File: src/rtl/flash_qspi_arbiter.sv
// flash_qspi_arbiter
// Shares one QSPI flash read port between two requesters.
// Ownership is granted in IDLE and held for the whole burst. Once the owner
// lets go, any outstanding word is drained to it. The device is then disabled
// for RELEASE_CYCLES cycles before the next arbitration.
// Ports:
//   clk, rst              clock, asynchronous active-high reset
//   reqN_enable/address/changeAddress/requestData   requester N inputs (N=0,1)
//   reqN_readData/readDataValid/granted             requester N outputs
//   qspi_enable/address/changeAddress/requestData   towards the QSPI device
//   qspi_readData/readDataValid                     from the QSPI device
module flash_qspi_arbiter #(
  parameter int RELEASE_CYCLES = 2
) (
  input  logic        clk,
  input  logic        rst,
  input  logic        req0_enable,
  input  logic [23:0] req0_address,
  input  logic        req0_changeAddress,
  input  logic        req0_requestData,
  output logic [31:0] req0_readData,
  output logic        req0_readDataValid,
  output logic        req0_granted,
  input  logic        req1_enable,
  input  logic [23:0] req1_address,
  input  logic        req1_changeAddress,
  input  logic        req1_requestData,
  output logic [31:0] req1_readData,
  output logic        req1_readDataValid,
  output logic        req1_granted,
  output logic        qspi_enable,
  output logic [23:0] qspi_address,
  output logic        qspi_changeAddress,
  output logic        qspi_requestData,
  input  logic [31:0] qspi_readData,
  input  logic        qspi_readDataValid
);

  typedef enum logic [1:0] {
    IDLE    = 2'd0,
    GRANT   = 2'd1,
    DRAIN   = 2'd2,
    RELEASE = 2'd3
  } state_t;

  localparam int CW = (RELEASE_CYCLES > 1) ? $clog2(RELEASE_CYCLES) : 1;
  localparam logic [CW-1:0] REL_LAST = CW'(RELEASE_CYCLES - 1);

  state_t        state_r, state_s;
  logic          owner_r, owner_s;
  logic          last_owner_r;
  logic          pending_r, pending_s;
  logic          first_r;
  logic [CW-1:0] rel_cnt_r;
  logic [1:0]    granted_r;
  logic          issue_s;
  logic          own_en_s;
  logic [23:0]   own_addr_s;
  logic          own_ca_s;
  logic          own_rd_s;
  logic          fwd_s;

  // Owner-side input mux; the non-owner's inputs never reach the device.
  always_comb begin
    own_en_s   = owner_r ? req1_enable        : req0_enable;
    own_addr_s = owner_r ? req1_address       : req0_address;
    own_ca_s   = owner_r ? req1_changeAddress : req0_changeAddress;
    own_rd_s   = owner_r ? req1_requestData   : req0_requestData;
  end

  // A request issued and a word returned in the same cycle leaves one word
  // still outstanding, so the set term wins over the clear term.
  always_comb begin
    issue_s   = (state_r == GRANT) && !first_r && own_rd_s;
    pending_s = issue_s | (pending_r & ~qspi_readDataValid);
  end

  // Next-state logic and device-side outputs.
  always_comb begin
    state_s            = state_r;
    owner_s            = owner_r;
    qspi_enable        = 1'b0;
    qspi_address       = 24'h000000;
    qspi_changeAddress = 1'b0;
    qspi_requestData   = 1'b0;
    case (state_r)
      IDLE: begin
        if (req0_enable || req1_enable) begin
          state_s = GRANT;
          // On a tie the side that did not own the device last time wins.
          if (req0_enable && req1_enable) begin
            owner_s = ~last_owner_r;
          end else begin
            owner_s = req1_enable;
          end
        end else begin
          state_s = IDLE;
        end
      end
      GRANT: begin
        qspi_enable  = 1'b1;
        qspi_address = own_addr_s;
        // The first cycle of a grant always restarts the device at the
        // owner's address, whatever the owner is driving.
        if (first_r) begin
          qspi_changeAddress = 1'b1;
        end else begin
          qspi_changeAddress = own_ca_s;
          qspi_requestData   = own_rd_s;
        end
        if (!own_en_s) begin
          state_s = pending_s ? DRAIN : RELEASE;
        end else begin
          state_s = GRANT;
        end
      end
      DRAIN: begin
        qspi_enable  = 1'b1;
        qspi_address = own_addr_s;
        if (qspi_readDataValid) begin
          state_s = RELEASE;
        end else begin
          state_s = DRAIN;
        end
      end
      RELEASE: begin
        if (rel_cnt_r == REL_LAST) begin
          state_s = IDLE;
        end else begin
          state_s = RELEASE;
        end
      end
      default: begin
        state_s = IDLE;
      end
    endcase
  end

  // Returned words go to the current (or draining) owner only.
  always_comb begin
    fwd_s              = (state_r == GRANT) || (state_r == DRAIN);
    req0_readData      = qspi_readData;
    req1_readData      = qspi_readData;
    req0_readDataValid = fwd_s & qspi_readDataValid & ~owner_r;
    req1_readDataValid = fwd_s & qspi_readDataValid & owner_r;
    req0_granted       = granted_r[0];
    req1_granted       = granted_r[1];
  end

  // State, ownership history, outstanding-word flag and release counter.
  always_ff @(posedge clk or posedge rst) begin
    if (rst) begin
      state_r      <= IDLE;
      owner_r      <= 1'b0;
      last_owner_r <= 1'b1;
      pending_r    <= 1'b0;
      first_r      <= 1'b0;
      rel_cnt_r    <= '0;
      granted_r    <= 2'b00;
    end else begin
      state_r   <= state_s;
      owner_r   <= owner_s;
      pending_r <= pending_s;
      first_r   <= (state_r == IDLE) && (state_s == GRANT);
      if ((state_r == IDLE) && (state_s == GRANT)) begin
        last_owner_r <= owner_s;
      end else begin
        last_owner_r <= last_owner_r;
      end
      if ((state_r == RELEASE) && (rel_cnt_r != REL_LAST)) begin
        rel_cnt_r <= rel_cnt_r + CW'(1);
      end else begin
        rel_cnt_r <= '0;
      end
      granted_r[0] <= (state_s == GRANT) && !owner_s;
      granted_r[1] <= (state_s == GRANT) && owner_s;
    end
  end

endmodule

File: config.mk
export PLATFORM = sky130hd
export DESIGN_NAME = flash_qspi_arbiter
export DESIGN_NICKNAME = d
export VERILOG_FILES = /design/src/rtl/flash_qspi_arbiter.sv
export SDC_FILE = /design/constraint.sdc
export NUM_CORES = 1
export LEC_CHECK = 0
export CORE_MARGIN = 10
export CORE_UTILIZATION = 28
export DETAILED_ROUTE_END_ITERATION = 10
export PLACE_DENSITY = 0.88
export RECOVER_POWER = 50
export SYNTH_ARGS = -nofsm -noshare
export SYNTH_HDL_FRONTEND = slang
export SYNTH_SLANG_ARGS = --single-unit
File: constraint.sdc
create_clock -name clk -period 3.6 [get_ports clk]
set_input_delay 0.72 -clock clk [delete_from_list [all_inputs] [get_ports clk]]
set_output_delay 0.72 -clock clk [all_outputs]
set_load 0.05 [all_outputs]
==> flow_summary_export.csv, run 1 <==
group,metric,value,unit
run_status,status,"finished clean",
power,ir_drop,0.000473,V
cts,cts_resized,0,
layout,fin_nets,283,
drt,drcViolationCount,0,
sta,max_freq,312,MHz
sta,report.final.setup_viol,0,
grt,grt.total_usage,9.23,%
critical_path,cp-start-kind,"flip-flop",
placed_design,port_buffers,87,
layout,num_antenna_cells,0,
floorplan,start_util,29.3,%
drt,avgViaCountPerCell,4.18,
yosys,netlist_top_cells_area,"buf_4, mux2i_1, dfrtp_1, nor2b_1, ha_1",
flow_run,cap_violations,0,
yosys,synth-xor-area-share,0,%
yosys,synth-compound-area-share,4.43,%
hold_path,hold_path.class,"flip-flop to flip-flop",
yosys,synth_top_flop_cell,"dfrtp_1",
power,internal_power,0.923,mW
layout,instances_no_fill,255,
yosys,yosysMostFrequentCell,"buf_4",
yosys,synthMuxAreaShare,19.9,%
yosys,yosys.area_share.simple,17.2,%
yosys,synth.top_cell.area_share,34.0,%
yosys,yosys.area.top_type,"buf_4",
power,p_leak,0.817,nW
layout,fill_cells,490,
critical_path,crit_path_max_fanout,15,
grt,grt_antenna_before_repair,0,
critical_path,end_kind,"output pin",
cts,ctsHoldBuffers,0,
sta,final.setup_skew,0.00407,ns
yosys,synth_seq_area_share,16.0,%
critical_path,timing_worst_setup_path_type,"flip-flop to output pin",
power,seq_power_share,11.1,%
yosys,synth-seq-cells,9,
sta,fin_crit,3.21,ns
sta,drv_slew,0,
floorplan,dieArea,8280,um2
critical_path,crit_arrival,2.49,ns
floorplan,dieHeight,91.0,um
power,swShare,57.4,%
yosys,syn_inst,165,
sta,slew_headroom,51.6,%
yosys,ys_async_sr_fraction,100,%
layout,layout-drive-gt1-share,7.45,%
grt,overflow,0,
critical_path,crit_chain,"inv_1 -> ha_1 -> buf_4 -> nor2b_1 -> clkdlybuf4s50_1",
critical_path,cpPeakStageDelay,0.85,ns
cts,clock_latency,0.23,ns
sta,rsz0062_at_grt,"no",
yosys,ys_warn_count,0,
critical_path,crit_required,2.88,ns
cts,cts_setup_buffers,0,
drt,postRouteAntennaNets,0,
cts,tritoncts,"yes",
cts,cts.clk_slew.worst_paths,0.05,ns
grt,grt_pass1_vias,1115,
drt,firstDrtPassIters,3,
critical_path,crit_slowest_cell,"clkdlybuf4s50_1",
floorplan,die_w,91.0,um
power,pwr-share-clk,5.2,%
yosys,netlist_area,1410,um2
drt,dr_total_vias,1065,
power,pwr-share-comb,83.7,%
placed_design,dpl.cell_count,251,
yosys,synth_area_per_cell,8.55,um2
grt,grt_max_degree,28,
yosys,syn_nets,259,
floorplan,rows,25,
critical_path,worst-path-buf-inv,3,
cts,htreeDepth,1,
power,p_switching,1.25,mW
cts,root_buffer,"clkbuf_8",
yosys,synthAdderAreaFrac,4.43,%
grt,grt_pass1_wl,6160,um
cts,numCtsBuffers,3,
critical_path,crit_family,"buffers and inverters",
floorplan,coreArea,4820,um2
placed_design,hpwl,3630,um
sta,hold_viol,0,
sta,finalCritPeriodShare,89.0,%
drt,route.detailed.wl_per_inst,16.5,um
placed_design,gp_congestion,0.769,
cts,clk_path_buf_depth,2,
drt,routed_wl,4200,um
yosys,synth_edf_count,0,
yosys,netlist_top_cells_count,"buf_4, nor2b_1, mux2i_1",
floorplan,io_pins,184,
cts,cts_sinks,9,
sta,worstMarginPinSlew,0.725,ns
yosys,synth_top_family_by_area,"buffers and inverters",
yosys,ys_types,23,
sta,setup_tns,0,ns
power,p_per_area,1130,nW/um2
layout,syn2layout_area_growth,35.6,%
drt,drt_iter0_drc,6,
path summary, 6_finish.rpt:
path                                   end  slack [ns]  startpoint  depth (start not counted)
setup reg to reg              last_owner_r        1.43     owner_r                          5
setup / recovery           qspi_address[0]        0.39  state_r[0]                          5
min in group asynchronous     granted_r[0]        0.88         rst                          2
max in group asynchronous     last_owner_r        2.42         rst                          2
hold reg to reg                  rel_cnt_r        0.44   rel_cnt_r                          1
hold / removal                   rel_cnt_r        0.44   rel_cnt_r                          1
metal layers:
metal | GRT usage (%) | wire length (um)
met5 | 0 | 0
met4 | 3.92 | 106
met3 | 3.62 | 392
met2 | 16.4 | 2090
met1 | 9.42 | 1610
registers in the layout, indices dropped and copies added (netlist names):
name,flops
first_r,1
granted_r,2
last_owner_r,1
owner_r,1
pending_r,1
rel_cnt_r,1
state_r,2
through the flow:
step           utilization [%]  area [um2]  hold WS [ns]  total power [mW]  setup WS (ns)
3_3_place_gp              38.8        1870         0.431              2.06          0.568
2_1_floorplan                -        1410         0.417              1.68          0.819
5_1_grt                   39.7        1910         0.463              2.29          0.220
3_5_place_dp              38.8        1870         0.442              2.09          0.549
4_1_cts                   39.7        1910         0.447              2.21          0.323
6_report                  39.7        1910         0.442              2.17          0.395
kinds of logic (layout without fill, tap and decap cells):
group           after synthesis  after routing
fa+ha+maj                     5              5
buf+inv                      76             99
mux                          27             27
compound gates                6              6
flops                         9              9
simple gates                 42             42
cells in the final DEF (no fill, tap or decap):
cell / netlist / routed
a31oi_2: 1 / 1
and3_4: 1 / 1
buf_4: 64 / 2
mux2i_1: 25 / 25
and3_1: 2 / 2
o211ai_1: 1 / 1
clkdlybuf4s50_1: 0 / 86
mux2_4: 2 / 2
nor2b_1: 26 / 26
inv_1: 6 / 6
a32o_1: 1 / 1
dfrtp_1: 8 / 7
nand2_1: 5 / 5
clkbuf_8: 0 / 3
dlygate4sd3_1: 0 / 1
nor3_1: 2 / 2
o31ai_2: 1 / 1
clkinv_2: 0 / 1
nand2b_1: 2 / 2
dfstp_2: 1 / 1
a211oi_2: 1 / 1
nor2_1: 4 / 4
dfrtp_2: 0 / 1
a211oi_1: 1 / 1
ha_1: 5 / 5
final cells by class:
cell class	instances	area [um2]	share of cell area [%]
well taps	67	83.8	4.38
inverters	6	22.5	1.18
clock inverters	1	5.00	0.261
flip-flops and latches	9	228	11.9
repair buffers	89	886	46.3
clock buffers	3	41.3	2.16
multi-input cells	80	648	33.9
power groups by stage:
stage	registers (mW)	logic [mW]	clock network (mW)
2_1_floorplan	0.196	1.48	0
3_3_place_gp	0.243	1.82	0
3_5_place_dp	0.247	1.84	0
4_1_cts	0.245	1.84	0.117
5_1_grt	0.252	1.91	0.122
6_report	0.241	1.81	0.113
Note: power is estimated with default switching activity, not from simulation.
==> inputs of run 2 (changes only) <==
--- a/config.mk
+++ b/config.mk
@@ -8,7 +8,7 @@
 export CORE_MARGIN = 10
 export CORE_UTILIZATION = 28
 export DETAILED_ROUTE_END_ITERATION = 10
-export PLACE_DENSITY = 0.88
+export PLACE_DENSITY_LB_ADDON = 0.12
 export RECOVER_POWER = 50
 export SYNTH_ARGS = -nofsm -noshare
 export SYNTH_HDL_FRONTEND = slang
==> run 2 against run 1 <==
Effect of this change:
- utilization down 0.13 points
- maximum frequency hardly changed
- global-route usage is 1.3 points higher
- critical path type unchanged
- critical endpoint is now req1_readDataValid
==> flow_summary_export.csv, run 2 (synthesized netlist as in run 1, its figures left out) <==
group,metric,value,unit
run_status,status,"finished clean",
critical_path,crit_path_max_fanout,27,
sta,report.final.setup_viol,0,
sta,slew_headroom,54.4,%
drt,dr_total_vias,1090,
cts,root_buffer,"clkbuf_8",
cts,tritoncts,"yes",
floorplan,dieHeight,91.0,um
placed_design,port_buffers,87,
grt,grt_pass1_vias,1247,
sta,max_freq,312,MHz
sta,hold_viol,0,
drt,drcViolationCount,0,
drt,drt_iter0_drc,36,
power,p_leak,0.821,nW
floorplan,die_w,91.0,um
sta,rsz0062_at_grt,"no",
sta,final.setup_skew,0.00247,ns
grt,grt.total_usage,10.5,%
critical_path,r2r_cells,6,
placed_design,hpwl,3910,um
cts,cts_sinks,9,
cts,cts_resized,0,
grt,grt_max_degree,28,
critical_path,path_depth,4,
drt,firstDrtPassIters,4,
grt,overflow,0,
critical_path,timing_worst_setup_path_type,"flip-flop to output pin",
sta,finalCritPeriodShare,89.1,%
layout,final_common_cell,"clkdlybuf4s50_1",
flow_run,cap_violations,0,
cts,htreeDepth,1,
cts,ctsHoldBuffers,0,
hold_path,hold_depth,1,
power,p_per_area,1140,nW/um2
critical_path,cpPeakStageDelay,0.81,ns
critical_path,crit_slowest_cell,"clkdlybuf4s50_1",
critical_path,cp-start-kind,"flip-flop",
layout,fin_nets,283,
drt,avgViaCountPerCell,4.27,
sta,worstMarginPinSlew,0.684,ns
grt,grt_antenna_before_repair,0,
layout,layout-drive-gt1-share,7.98,%
cts,clk_path_buf_depth,2,
critical_path,crit_chain,"inv_1 -> ha_1 -> and3_1 -> clkdlybuf4s50_1",
drt,route.detailed.wl_per_inst,18.0,um
cts,clock_latency,0.24,ns
layout,largest_registers,"granted_r: 2 flops, state_r: 2 flops",
floorplan,rows,25,
critical_path,crit_required,2.88,ns
layout,final_cell_mix,"clkdlybuf4s50_1, nor2b_1, mux2i_1, dfrtp_1, inv_1",
grt,grt_pass1_wl,7110,um
sta,fin_crit,3.21,ns
layout,syn2layout_area_growth,35.2,%
layout,utilization,39.6,%
sta,setup_tns,0,ns
sta,drv_slew,0,
cts,cts.clk_slew.worst_paths,0.05,ns
drt,routed_wl,4580,um
cts,cts_setup_buffers,0,
critical_path,worst-path-buf-inv,2,
cts,numCtsBuffers,3,
critical_path,end_kind,"output pin",
drt,postRouteAntennaNets,0,
floorplan,dieArea,8280,um2
floorplan,coreArea,4820,um2
power,ir_drop,0.000443,V
floorplan,start_util,29.3,%
hold_path,hold_path.class,"flip-flop to flip-flop",
floorplan,io_pins,184,
critical_path,crit_family,"buffers and inverters",
placed_design,gp_congestion,0.718,
critical_path,crit_arrival,2.49,ns
layout,num_antenna_cells,0,
-- run 2: per-layer routing --
metal	track usage, %	part of all wire (%)	vias up
met4	4.31	3.1	0
met3	6.34	14	28
met2	19.1	51	85
met1	9.22	32	463
li1	-	-	514
met5	0	0	-
-- run 2: where the power goes --
group | leakage, nW | internal [mW] | switching [mW]
registers | 0.112 | 0.150 | 0.0213
logic | 0.684 | 0.687 | 1.19
clock network | 0.0255 | 0.0756 | 0.0422
total | 0.821 | 0.913 | 1.26
-- run 2: area by class of cell --
| cell class | count | area [um2] |
|---|---|---|
| tap | 67 | 83.8 |
| multi-input combinational | 80 | 648 |
| inverter | 6 | 22.5 |
| fill | 498 | 2910 |
| sequential | 9 | 226 |
| clock inverter | 1 | 5.00 |
| timing repair buffer | 89 | 881 |
| clock buffer | 3 | 41.3 |
-- run 2: final timing paths --
| kind | slack, ns | from | endpoint |
|---|---|---|---|
| min in group asynchronous | 0.89 | rst | first_r |
| min reg2reg | 0.45 | rel_cnt_r | rel_cnt_r |
| max reg2reg | 1.68 | owner_r | last_owner_r |
| max in group asynchronous | 2.41 | rst | last_owner_r |
| min | 0.45 | rel_cnt_r | rel_cnt_r |
| max | 0.39 | state_r[0] | req1_readDataValid |
-- run 2: metrics by stage --
stage	instance area (um2)	power (mW)	hold WS (ns)	setup slack (ns)	cells
after floorplan	1410	1.68	0.417	0.819	165
after CTS	1910	2.20	0.449	0.349	255
final	1910	2.17	0.452	0.393	255
after detailed placement	1860	2.07	0.444	0.556	251
after global routing	1910	2.29	0.481	0.217	255
after global placement	1860	2.07	0.435	0.552	251
